$ cat src/rtl/cpu_sequencer.sv
// ---------------------------------------------------------------------------
// cpu_sequencer
//
// Control sequencer for a small accumulator-style CPU. It walks each
// instruction through FETCH -> LOAD_IR -> DECODE and then, depending on the
// opcode, through MEM/WB (loads and stores) or EXEC (ALU op and jumps).
// HLT parks the sequencer in HALT until reset.
//
// Ports
//   clk          sole clock, rising edge
//   rst          asynchronous, active-high reset
//   instr        current instruction register contents (opcode in top bits)
//   flags        flag register, flags[0] = zero flag
//   mem_ready    memory completes the outstanding read/write this cycle
//   mem_rd       memory read request, held until mem_ready
//   mem_wr       memory write request, held until mem_ready
//   load_en      one-cycle register load strobe
//   load_select  target register for load_en (LOAD_PC/IR/REG_A/REG_B/REG_C)
//   pc_inc       one-cycle program counter increment strobe
//   alu_op       latched opcode driven to the ALU
//   illegal      one-cycle pulse when an undefined opcode is decoded
//   halted       high while in HALT
//   retired      count of completed instructions (wraps)
// ---------------------------------------------------------------------------
module cpu_sequencer #(
    parameter int WORD_SIZE   = 19,
    parameter int OPCODE_SIZE = 5,
    parameter int CNT_WIDTH   = 16
) (
    input  logic                   clk,
    input  logic                   rst,
    input  logic [WORD_SIZE-1:0]   instr,
    input  logic [3:0]             flags,
    input  logic                   mem_ready,
    output logic                   mem_rd,
    output logic                   mem_wr,
    output logic                   load_en,
    output logic [2:0]             load_select,
    output logic                   pc_inc,
    output logic [OPCODE_SIZE-1:0] alu_op,
    output logic                   illegal,
    output logic                   halted,
    output logic [CNT_WIDTH-1:0]   retired
);

    // Register select codes seen by the datapath.
    localparam logic [2:0] LOAD_PC    = 3'b000;
    localparam logic [2:0] LOAD_IR    = 3'b001;
    localparam logic [2:0] LOAD_REG_A = 3'b010;
    localparam logic [2:0] LOAD_REG_B = 3'b011;
    localparam logic [2:0] LOAD_REG_C = 3'b100;

    localparam logic [OPCODE_SIZE-1:0] OP_NOP = OPCODE_SIZE'('h00);
    localparam logic [OPCODE_SIZE-1:0] OP_LDA = OPCODE_SIZE'('h01);
    localparam logic [OPCODE_SIZE-1:0] OP_LDB = OPCODE_SIZE'('h02);
    localparam logic [OPCODE_SIZE-1:0] OP_LDC = OPCODE_SIZE'('h03);
    localparam logic [OPCODE_SIZE-1:0] OP_STA = OPCODE_SIZE'('h04);
    localparam logic [OPCODE_SIZE-1:0] OP_ADD = OPCODE_SIZE'('h05);
    localparam logic [OPCODE_SIZE-1:0] OP_JMP = OPCODE_SIZE'('h06);
    localparam logic [OPCODE_SIZE-1:0] OP_JZ  = OPCODE_SIZE'('h07);
    localparam logic [OPCODE_SIZE-1:0] OP_HLT = OPCODE_SIZE'('h1F);

    typedef enum logic [2:0] {
        S_FETCH   = 3'd0,
        S_LOAD_IR = 3'd1,
        S_DECODE  = 3'd2,
        S_MEM     = 3'd3,
        S_WB      = 3'd4,
        S_EXEC    = 3'd5,
        S_HALT    = 3'd6
    } state_t;

    state_t                 state_q, state_d;
    logic [OPCODE_SIZE-1:0] op_q, op_d;
    logic [CNT_WIDTH-1:0]   retired_q, retired_d;

    logic                   retire;
    logic                   mem_rd_c;
    logic                   mem_wr_c;
    logic                   load_en_c;
    logic [2:0]             load_select_c;
    logic                   pc_inc_c;
    logic                   illegal_c;
    logic                   halted_c;

    logic [OPCODE_SIZE-1:0] opcode;
    assign opcode = instr[WORD_SIZE-1 -: OPCODE_SIZE];

    // Operand bits and the upper flags are not used by the sequencer.
    logic unused_bits;
    assign unused_bits = ^{flags[3:1], instr[WORD_SIZE-OPCODE_SIZE-1:0]};

    // -----------------------------------------------------------------------
    // State, latched opcode and retire counter
    // -----------------------------------------------------------------------
    always_ff @(posedge clk or posedge rst) begin
        if (rst) begin
            state_q   <= S_FETCH;
            op_q      <= '0;
            retired_q <= '0;
        end else begin
            state_q   <= state_d;
            op_q      <= op_d;
            retired_q <= retired_d;
        end
    end

    // -----------------------------------------------------------------------
    // Next state and strobes
    // -----------------------------------------------------------------------
    always_comb begin
        state_d       = state_q;
        op_d          = op_q;
        retire        = 1'b0;
        mem_rd_c      = 1'b0;
        mem_wr_c      = 1'b0;
        load_en_c     = 1'b0;
        load_select_c = LOAD_PC;
        pc_inc_c      = 1'b0;
        illegal_c     = 1'b0;
        halted_c      = 1'b0;

        case (state_q)
            S_FETCH: begin
                mem_rd_c = 1'b1;
                if (mem_ready) begin
                    state_d = S_LOAD_IR;
                end
            end

            S_LOAD_IR: begin
                load_en_c     = 1'b1;
                load_select_c = LOAD_IR;
                pc_inc_c      = 1'b1;
                state_d       = S_DECODE;
            end

            // The IR only holds the new instruction from this cycle on, so
            // branching and the illegal pulse look at instr directly while
            // the opcode is captured into op_q for the following states.
            S_DECODE: begin
                op_d = opcode;
                case (opcode)
                    OP_NOP: begin
                        state_d = S_FETCH;
                        retire  = 1'b1;
                    end
                    OP_LDA, OP_LDB, OP_LDC, OP_STA: begin
                        state_d = S_MEM;
                    end
                    OP_ADD, OP_JMP, OP_JZ: begin
                        state_d = S_EXEC;
                    end
                    OP_HLT: begin
                        state_d = S_HALT;
                        retire  = 1'b1;
                    end
                    default: begin
                        illegal_c = 1'b1;
                        state_d   = S_FETCH;
                        retire    = 1'b1;
                    end
                endcase
            end

            S_MEM: begin
                if (op_q == OP_STA) begin
                    mem_wr_c = 1'b1;
                end else begin
                    mem_rd_c = 1'b1;
                end
                if (mem_ready) begin
                    if (op_q == OP_STA) begin
                        state_d = S_FETCH;
                        retire  = 1'b1;
                    end else begin
                        state_d = S_WB;
                    end
                end
            end

            S_WB: begin
                load_en_c = 1'b1;
                case (op_q)
                    OP_LDA:  load_select_c = LOAD_REG_A;
                    OP_LDB:  load_select_c = LOAD_REG_B;
                    default: load_select_c = LOAD_REG_C;
                endcase
                state_d = S_FETCH;
                retire  = 1'b1;
            end

            S_EXEC: begin
                case (op_q)
                    OP_ADD: begin
                        load_en_c     = 1'b1;
                        load_select_c = LOAD_REG_C;
                    end
                    OP_JMP: begin
                        load_en_c     = 1'b1;
                        load_select_c = LOAD_PC;
                    end
                    OP_JZ: begin
                        // Branch taken only when the zero flag is set now.
                        load_en_c     = flags[0];
                        load_select_c = LOAD_PC;
                    end
                    default: begin
                        load_en_c = 1'b0;
                    end
                endcase
                state_d = S_FETCH;
                retire  = 1'b1;
            end

            S_HALT: begin
                halted_c = 1'b1;
            end

            default: begin
                state_d = S_FETCH;
            end
        endcase

        retired_d = retire ? (retired_q + CNT_WIDTH'(1)) : retired_q;
    end

    // -----------------------------------------------------------------------
    // Outputs. The state register resets to FETCH, which on its own would
    // raise mem_rd; every strobe is therefore masked while rst is high so a
    // reset in the middle of an access drops the request immediately.
    // -----------------------------------------------------------------------
    assign mem_rd      = mem_rd_c  & ~rst;
    assign mem_wr      = mem_wr_c  & ~rst;
    assign load_en     = load_en_c & ~rst;
    assign load_select = rst ? LOAD_PC : load_select_c;
    assign pc_inc      = pc_inc_c  & ~rst;
    assign illegal     = illegal_c & ~rst;
    assign halted      = halted_c  & ~rst;
    assign alu_op      = op_q;
    assign retired     = retired_q;

endmodule

$ cat config.mk
export PLATFORM = sky130hd
export DESIGN_NAME = cpu_sequencer
export DESIGN_NICKNAME = d
export VERILOG_FILES = /design/src/rtl/cpu_sequencer.sv
export SDC_FILE = /design/constraint.sdc
export NUM_CORES = 1
export LEC_CHECK = 0
export CORE_UTILIZATION = 43
export DETAILED_ROUTE_END_ITERATION = 8
export PLACE_DENSITY = 0.77
export SLEW_MARGIN = 15
export SYNTH_ARGS = -nofsm -noshare
export SYNTH_HDL_FRONTEND = slang
export SYNTH_SLANG_ARGS = --single-unit
$ cat constraint.sdc
create_clock -name clk -period 1.72 [get_ports clk]
set_input_delay 0.172 -clock clk [delete_from_list [all_inputs] [get_ports clk]]
set_output_delay 0.172 -clock clk [all_outputs]
set_load 0.01 [all_outputs]
==> metrics.txt <==
Max Slew Vio Count 0; Ports between 50 and 60; n_diodes 0; ys flop type dfrtp_1; fmax around 550 MHz; post-synthesis async set-or-reset flop share 100%; Initial Utilization a little under half; share of cells above drive strength 1 41.4%; Seq/Total Area, Yosys between 40% and 50%; synthesized area per cell around 10 um2; Crit Path Class reg -> out; die area 3430 um2; shortest period the worst path allows roughly 1.8 ns; Hold WC Path Type reg -> reg; port buffer count 38; synthesized netlist cell count roughly 140; H-Tree Depth 1; worst vdd ir 0.922 mV; CP Launch Type flop; number of enable flip-flop cells after synthesis 0; TritonCTS clock tree yes; LEAKAGE 0.960 nW; clock latency on the worst-skew pair approximately 0.33 ns; commonest cells after routing, fill and taps aside 34 x buf_4, 29 x clkdlybuf4s50_1, 22 x dfrtp_1; Yosys cell types 38; met2 WL 2010 um; RSZ-0062 raised after global routing true; WP data arrival about 1.6 ns; vias in the first global route about 1400; worst relative slew slack around 70%; worst-margin pin slew 0.452 ns; Residual DRC 0; setup violators final 20; Clock Tree Buf Depth 2; CP Capture Type output pin; total grt overflow 0; DR vias 1376; core area 3050 um2; Fin. Hold Viols 0; flops & latches, synth 24; total power around 3.2 mW; switching fraction of total power around two fifths; 1st-pass router iterations 4; first-pass GRT wire length 6090 um; top layer in use met4; Mapped Nets 162; Reg clk slew, reported paths 0.14 ns; WP data required ~1.6 ns; routed vias/inst 5.42; nets@finish 238; post-layout util about three quarters; final period utilization 106%; WL/cell 15.7 um; Root Driver clkbuf_4; Met3 Wirelength approximately 180 um; PwrDens between 1000 and 1500 nW/um2; Post-Place Cells approximately 240; WL met1 ~1700 um; Area growth syn-to-layout 64.2%; die height 58.6 um; violated checks negative setup slack; Post-Syn Area 1380 um2; Die X-Extent approximately 59 um; row cnt 20; Setup Skew approximately 0.011 ns; DR iter-0 viols 33; final std cells w/o fill 254; most common cell after layout, fill and taps aside buf_4; Crit Path Max Fanout 3; CTS Buf Count 3; status finished, violations left; DP Area 2020 um2; Pint 1.93 mW; final instance area 2260 um2; Clock power frac a little under a tenth; Overall Global Routing Usage roughly 23%; Post-Route WL about 4000 um; largest net degree at the start of global routing 25; final worst slack -0.0955 ns; Switch Pwr approximately 1.3 mW; Max Cap Viol 0; dpl hpwl between 2000 and 3000 um; sequential share of power just under 30%; Clock Sink Count 24; YS warnings 0; Comb power frac between 60% and 70%; GP Congestion 0.862; post-route ant nets 0; Place WS -0.156 ns; initial antenna violation count 0
## metal layers
metal	vias up	track usage (%)
met4	0	7.48
met5	-	0
li1	647	-
met1	672	27.8
met3	11	2.64
met2	46	42.9
## power groups by stage
stage	sequential, mW	clock (mW)	combinational [mW]
detailed placement	0.924	0	1.58
CTS	0.902	0.313	1.74
finish	0.934	0.311	1.99
global placement	0.906	0	1.54
global route	0.953	0.332	2.13
floorplan	0.958	0	0.675
## final cells by class
cell class	count	area, um2
Inverter	2	7.51
Multi-Input combinational cell	104	908
Clock buffer	4	36.3
Fill cell	226	795
Tap cell	44	55.1
Timing Repair Buffer	76	648
Sequential cell	24	603
## cells by family (layout without fill, tap and decap cells)
kind of cell | after synthesis | after routing | share of synthesized area (%)
muxes | 8 | 8 | 6.46
adders and majority gates | 1 | 1 | 0.910
AOI/OAI and AO/OA | 31 | 31 | 16.0
and+or+nand+nor | 48 | 48 | 19.9
buffers and inverters | 7 | 82 | 2.82
DFF | 24 | 24 | 43.7
xor gates and xnor gates | 16 | 16 | 10.2
## sequential cells by signal, indices dropped and copies added (netlist names)
name	cells
retired	16
state_q	3
alu_op	5
## critical path, cell delays in order (launching register included)
cell     delay [ns]
dfrtp_1        0.44
nor3b_4        0.26
buf_4          0.15
o21ai_2        0.04
o211a_1        0.21
nor2_1         0.09
buf_2          0.14
## path summary, 6_finish.rpt
check / startpoint / endpoint / slack [ns] / cells past startpoint
setup / recovery: alu_op[3] / load_en / -0.1 / 6
hold / removal: retired[10] / retired[10] / 0.50 / 1
setup reg to reg: alu_op[3] / retired[12] / -0.1 / 7
hold reg to reg: retired[10] / retired[10] / 0.50 / 1
max in group asynchronous: rst / state_q[0] / 0.95 / 4
min in group asynchronous: rst / retired[1] / 0.51 / 4
## cells in the mapped netlist, drive strengths merged (2+ instances only)
master | count | area [um2]
nand2b | 2 | 12.5
nor2b | 3 | 18.8
o2111ai | 7 | 61.3
and4 | 4 | 35.0
dfrtp | 24 | 601
o21ai | 9 | 45.0
nor3b | 2 | 26.3
and3 | 7 | 43.8
a21oi | 2 | 13.8
inv | 2 | 7.51
nor3 | 2 | 10.0
and2 | 3 | 18.8
nor2 | 13 | 51.3
a31oi | 3 | 18.8
xnor2 | 15 | 131
buf | 3 | 23.8
mux2 | 7 | 78.8
clkbuf | 2 | 7.51
nand2 | 8 | 30.0
o211ai | 4 | 30.0
## through the flow
| step | hold slack [ns] | setup TNS, ns |
|---|---|---|
| 6_report | 0.497 | -1.21 |
| 5_1_grt | 0.531 | -2.29 |
| 4_1_cts | 0.474 | -0.251 |
| 3_5_place_dp | 0.483 | -2.38 |
| 3_3_place_gp | 0.466 | -1.90 |
| 2_1_floorplan | 0.192 | 0 |
## timing repair
item / CTS / global route
hold endpoints to repair: 0 / 0
endpoints found under the setup margin: 18 / 23
pin swaps: 7 / 13
setup buffers: 6 / 1
cloned: 0 / 0
hold buffers: 0 / 0
resized for setup: 42 / 32
Power figures use the tool's default switching activity.
==> RTL change 1 (config.mk and constraints unchanged) <==
Re-encode `state_t` (7 states) as Gray code, 3 bits wide.
--- a/src/rtl/cpu_sequencer.sv
+++ b/src/rtl/cpu_sequencer.sv
@@ -61,13 +61,13 @@
     localparam logic [OPCODE_SIZE-1:0] OP_HLT = OPCODE_SIZE'('h1F);
 
     typedef enum logic [2:0] {
-        S_FETCH   = 3'd0,
-        S_LOAD_IR = 3'd1,
-        S_DECODE  = 3'd2,
-        S_MEM     = 3'd3,
-        S_WB      = 3'd4,
-        S_EXEC    = 3'd5,
-        S_HALT    = 3'd6
+        S_FETCH   = 3'b000,
+        S_LOAD_IR = 3'b001,
+        S_DECODE  = 3'b011,
+        S_MEM     = 3'b010,
+        S_WB      = 3'b110,
+        S_EXEC    = 3'b111,
+        S_HALT    = 3'b101
     } state_t;
 
     state_t                 state_q, state_d;
Function: same outputs for any inputs over 10 cycles, from zero or initial values and one cycle with rst high; not proved beyond that.
==> RTL change 1 against the original RTL <==
Total power increased by 5.4%. Largest power group unchanged. The flow finishes with violations (design-rule violations, negative setup slack). Synthesized cell count increased by 4.4%. Worst hold slack got worse by 0.12 ns. Wire length increased by 2.0%. Area after synthesis decreased by 5.2%. Sequential cell count unchanged. Design area decreased by 2.8%. Worst setup slack got worse by 0.14 ns.
==> RTL change 1: results (changes against the original RTL) <==
Run status
  – Run status: finished with violations
  – Failing checks: design-rule violations, negative setup slack

Logic synthesis
  – Average size of a mapped cell: 9.246 µm² (-9.2%)
  – Seq/Total Area, Yosys: 0.4607 (+0.02389)
  – Post-Synth XOR/XNOR Area: 0.1075 (+0.005575)
  – Mux contribution to synthesized area: 0.008637 (-0.05597)
  – Unique cell type count in the Yosys netlist: 36 (-5.3%)
  – Top post-synthesis cells by area: dfrtp_1, xnor2_1, nand2_1, nand3_1, nor2_1
  – Adder-cell area share of the yosys netlist: 0.009597 (+0.0004977)
  – Syn Nets: 168 (+3.7%)

Pwr
  – PwrDens: 1552 nW/µm² (+8.4%)
  – Maximum VDD drop: 1.080 mV (+17%)

Layout
  – Clock-cell share of area: 0.02393 (+0.007865)
  – Non-clock buffer share of cell area: 0.2946 (+0.007606)
  – Layout fillers: 192 (-15%)
  – Clkbuf count: 3 (-1)
  – Sequential cell area: 601.8 µm² (-0.21%)
  – Nonclk buf count: 71 (-6.6%)
  – Multi-input combinational cell area: 840.8 µm² (-7.4%)
  – Logic inverters: 4 (+2)
  – Share of cells above drive strength 1: 0.3585 (-0.05580)

Route
  – Via density: 5.630 (+3.9%)
  – Via count: 1368 (-0.58%)
  – DR WL/cell: 16.75 µm (+6.6%)
  – Initial DRC count: 67 (+100%)
  – WL met3: 185 µm (+2.2%)
  – Initial DRT Pass Iterations: 6 (+2)
  – Detailed-route DRC error count: 10 (+10)
  – DRT met1 WL: 1.618 mm (-4.6%)
  – Metal2 WL: 2.156 mm (+7.3%)

GRT
  – Largest net degree at the start of global routing: 15 (-40%)
  – Global-route wire length before repair: 6.382 mm (+4.9%)
  – Met2 usage: 0.4521 (+0.02353)
  – Global Route Usage Sum: 0.2506 (+0.01962)
  – Met3 Usage GRT: 0.02268 (-0.003698)

Place
  – Final RePlAce weighted congestion: 0.8397 (-2.6%)
  – Cells after DPL: 232 (-4.5%)

Worst hold path
  – Hold crit path type: input pin to asynchronous set/reset pin

Timing
  – Fin worst setup slack: -0.2365 ns (-0.1409 ns)
  – Relative slew slack: 0.5424 (-0.1564)
  – Setup violators final: 22 (+10%)
  – Clk_skew: 0.008324 ns (-0.003023 ns)

Critical path
  – Reg2Reg Setup Slack: -0.21 ns (-0.11 ns)
  – Crit Reg-Reg Startpoint: alu_op[2]$_DFFE_PP0N_
  – Critical Path Start: alu_op[2]$_DFFE_PP0N_
  – Worst Path Arrival: 1.78 ns (+0.14 ns)
  – Crit path capture: load_select[2]

Clock network
  – Resized cells post-CTS: 53 (+26%)
-- RTL change 1: worst max-delay path, cell delays in order (launching register included) --
cell and delay (ns):
dfrtp_1 0.42, buf_6 0.11, nor3b_4 0.26, buf_6 0.15
a21oi_2 0.05, o22a_1 0.17, nor3_2 0.16, buf_2 0.15
-- RTL change 1: through the flow --
| step | hold WS, ns | setup slack (ns) | power [mW] |
|---|---|---|---|
| global placement | 0.4652 | -0.2394 | 2.461 |
| floorplan | 0.2036 | 0.1037 | 1.643 |
| global route | 0.3953 | -0.3322 | 3.611 |
| finish | 0.3757 | -0.2365 | 3.408 |
| detailed placement | 0.4815 | -0.2442 | 2.519 |
| CTS | 0.3328 | -0.2085 | 3.223 |
-- RTL change 1: where the power goes --
group / switching (mW) / internal, mW
combinational: 0.966 / 1.12
clock: 0.173 / 0.236
sequential: 0.196 / 0.720
==> RTL change 2 (config.mk and constraints unchanged) <==
Made on the original files. The parameter `OPCODE_SIZE` goes from 5 to 10.
--- a/src/rtl/cpu_sequencer.sv
+++ b/src/rtl/cpu_sequencer.sv
@@ -24,7 +24,7 @@
 // ---------------------------------------------------------------------------
 module cpu_sequencer #(
     parameter int WORD_SIZE   = 19,
-    parameter int OPCODE_SIZE = 5,
+    parameter int OPCODE_SIZE = 10,
     parameter int CNT_WIDTH   = 16
 ) (
     input  logic                   clk,
Ports: changed (resized alu_op); port bits go from 56 to 61. The function was not compared with the original's and may differ.
==> RTL change 2 against the original RTL <==
The flow still finishes with violations (negative setup slack). Wire length up 36%. Worst setup slack worse by 0.40 ns. Clock power up 78%. Count of clock-buffer cells in the layout up 1. Die area rose by 16%. Global-route usage grew 5.5 points. Final cell count rose by 19%. Clock skew fell by 0.0075 ns. Critical endpoint is now load_select[1]. Area after synthesis increased by 16%. Design area rose by 23%. Critical path type unchanged. Total power rose by 25%. Sequential cell count grew 5. Register-to-register slack worse by 0.26 ns.
==> RTL change 2: results (changes against the original RTL) <==
GRT
  – Global Route Usage Sum: 0.2857 (+0.05473)
  – Global-route wire length before repair: 8.625 mm (+42%)
  – Largest net degree at the start of global routing: 27 (+8.0%)
  – Vias in the first global route: 1765 (+28%)

Place
  – Area of placed instances: 2472 µm² (+22%)
  – Cells after DPL: 290 (+19%)
  – Pre-CTS setup slack: -0.6694 ns (-0.5133 ns)
  – Detailed placement HPWL: 3.390 mm (+30%)
  – Final RePlAce weighted congestion: 0.8128 (-5.7%)

Logic synthesis
  – Unique cell type count in the Yosys netlist: 39 (+2.6%)
  – Commonest cells in the netlist: dfrtp_1, nand2_1, mux2_2, nor3_1, nor2_1
  – Top post-synthesis cells by area: dfrtp_1, mux2_2, xor2_1, xnor2_1, nand2_1
  – Average size of a mapped cell: 10.11 µm² (-0.72%)
  – Syn Nets: 185 (+14%)

Layout
  – Non-filler cells, final: 303 (+19%)
  – Share of cells above drive strength 1: 0.4047 (-0.009616)
  – Layout fillers: 224 (-0.88%)
  – Area grow syn2layout: 73.22%
  – Fin nets: 283 (+19%)

Run status
  – Failing checks: negative setup slack
  – Run status: finished with violations

Worst hold path
  – Hold crit path type: input pin to flip-flop
  – WHS Path Cells: 2 (+1)
  – Hold path start: instr[16]
  – Hold EP: alu_op[7]$_DFFE_PP0P_

Critical path
  – Delay-heaviest family, CP: simple AND/OR/NAND/NOR gates
  – Crit Reg-Reg Startpoint: alu_op[4]$_DFFE_PP0P_
  – Worst Path Arrival: 2.04 ns (+0.40 ns)
  – Worst r2r path cells: 9 (+2)
  – Critical path's slowest cell: or3_4
  – Crit Path Max Fanout: 4 (+1)
  – Reg2Reg Setup Slack: -0.36 ns (-0.26 ns)
  – R2r endpoint: retired[6]$_DFFE_PP0P_

Clock network
  – CTS H-Tree Depth: 2 (+1)
  – Clk Latency, worst-skew pair: 0.29 ns (-0.04 ns)
  – CTS Buf Count: 5 (+2)
  – CTS Root Cell: clkbuf_8
  – CTS clk-pin slew, worst paths: 0.06 ns (-0.08 ns)

Timing
  – Final TNS setup: -6.791 ns (-5.586 ns)
  – Fin Hold WS: 0.2063 ns (-0.2912 ns)
  – Clk_skew: 0.003845 ns (-0.007501 ns)
  – Setup violators final: 22 (+10%)
  – Worst Tran Pin Value: 0.3744 ns (-0.07742 ns)
  – Fin worst setup slack: -0.4945 ns (-0.3990 ns)

Pwr
  – Standby leakage power: 1.250 nW (+30%)
  – Maximum VDD drop: 1.112 mV (+21%)

Route
  – DR WL/cell: 17.94 µm (+14%)
  – Via density: 5.578 (+3.0%)
[RTL change 2: how the worst max path moves through the flow]
stage,slack [ns],cells after the start,endpoint,start
6_report,-0.49,6,load_select[1],alu_op[4]$_DFFE_PP0P_
5_1_grt,-0.58,5,load_en,alu_op[4]$_DFFE_PP0P_
4_1_cts,-0.47,5,load_en,alu_op[4]$_DFFE_PP0P_
3_5_place_dp,-0.67,5,load_en,alu_op[8]$_DFFE_PP0P_
3_3_place_gp,-0.56,5,load_en,alu_op[8]$_DFFE_PP0P_
2_1_floorplan,-0.09,4,load_en,alu_op[8]$_DFFE_PP0P_
[RTL change 2: power by group]
group          internal (mW)  switching [mW]  leakage (nW)  total (mW)
Combinational           1.27            1.05         0.863        2.32
Clock                  0.278           0.275        0.0439       0.553
Sequential             0.897           0.252         0.343        1.15
Total                   2.45            1.58          1.25        4.03
[RTL change 2: cell families (layout without fill, tap and decap cells)]
kind of cell | after synthesis | count (layout) | share of synthesized area
DFF | 29 | 29 | 0.4542
AOI/OAI and AO/OA | 23 | 23 | 0.1010
xor gates and xnor gates | 15 | 15 | 0.08223
and+or+nand+nor | 72 | 72 | 0.2600
adders and majority gates | 1 | 1 | 0.007830
muxes | 10 | 10 | 0.07048
buffers and inverters | 8 | 107 | 0.02427
[RTL change 2: area by class of cell]
| type | instances | area share |
|---|---|---|
| multi-input combinational | 121 | 0.3784 |
| clock inverter | 3 | 0.006329 |
| tap | 46 | 0.02080 |
| clock buffer | 5 | 0.02486 |
| sequential | 29 | 0.2627 |
| timing repair buffer | 97 | 0.3043 |
| inverter | 2 | 0.002712 |
[RTL change 2: per-layer routing]
| metal | track usage | vias up | routed length (µm) |
|---|---|---|---|
| li1 | - | 771 | - |
| met4 | 0.09884 | 0 | 247 |
| met2 | 0.4960 | 91 | 2721 |
| met1 | 0.3419 | 806 | 2153 |
| met5 | 0 | - | 0 |
| met3 | 0.06752 | 22 | 314 |
[RTL change 2: what timing repair did]
action	CTS	global route
setup endpoints to repair	25	25
buffers inserted	6	1
gates resized for setup	60	19
pin swaps	34	16
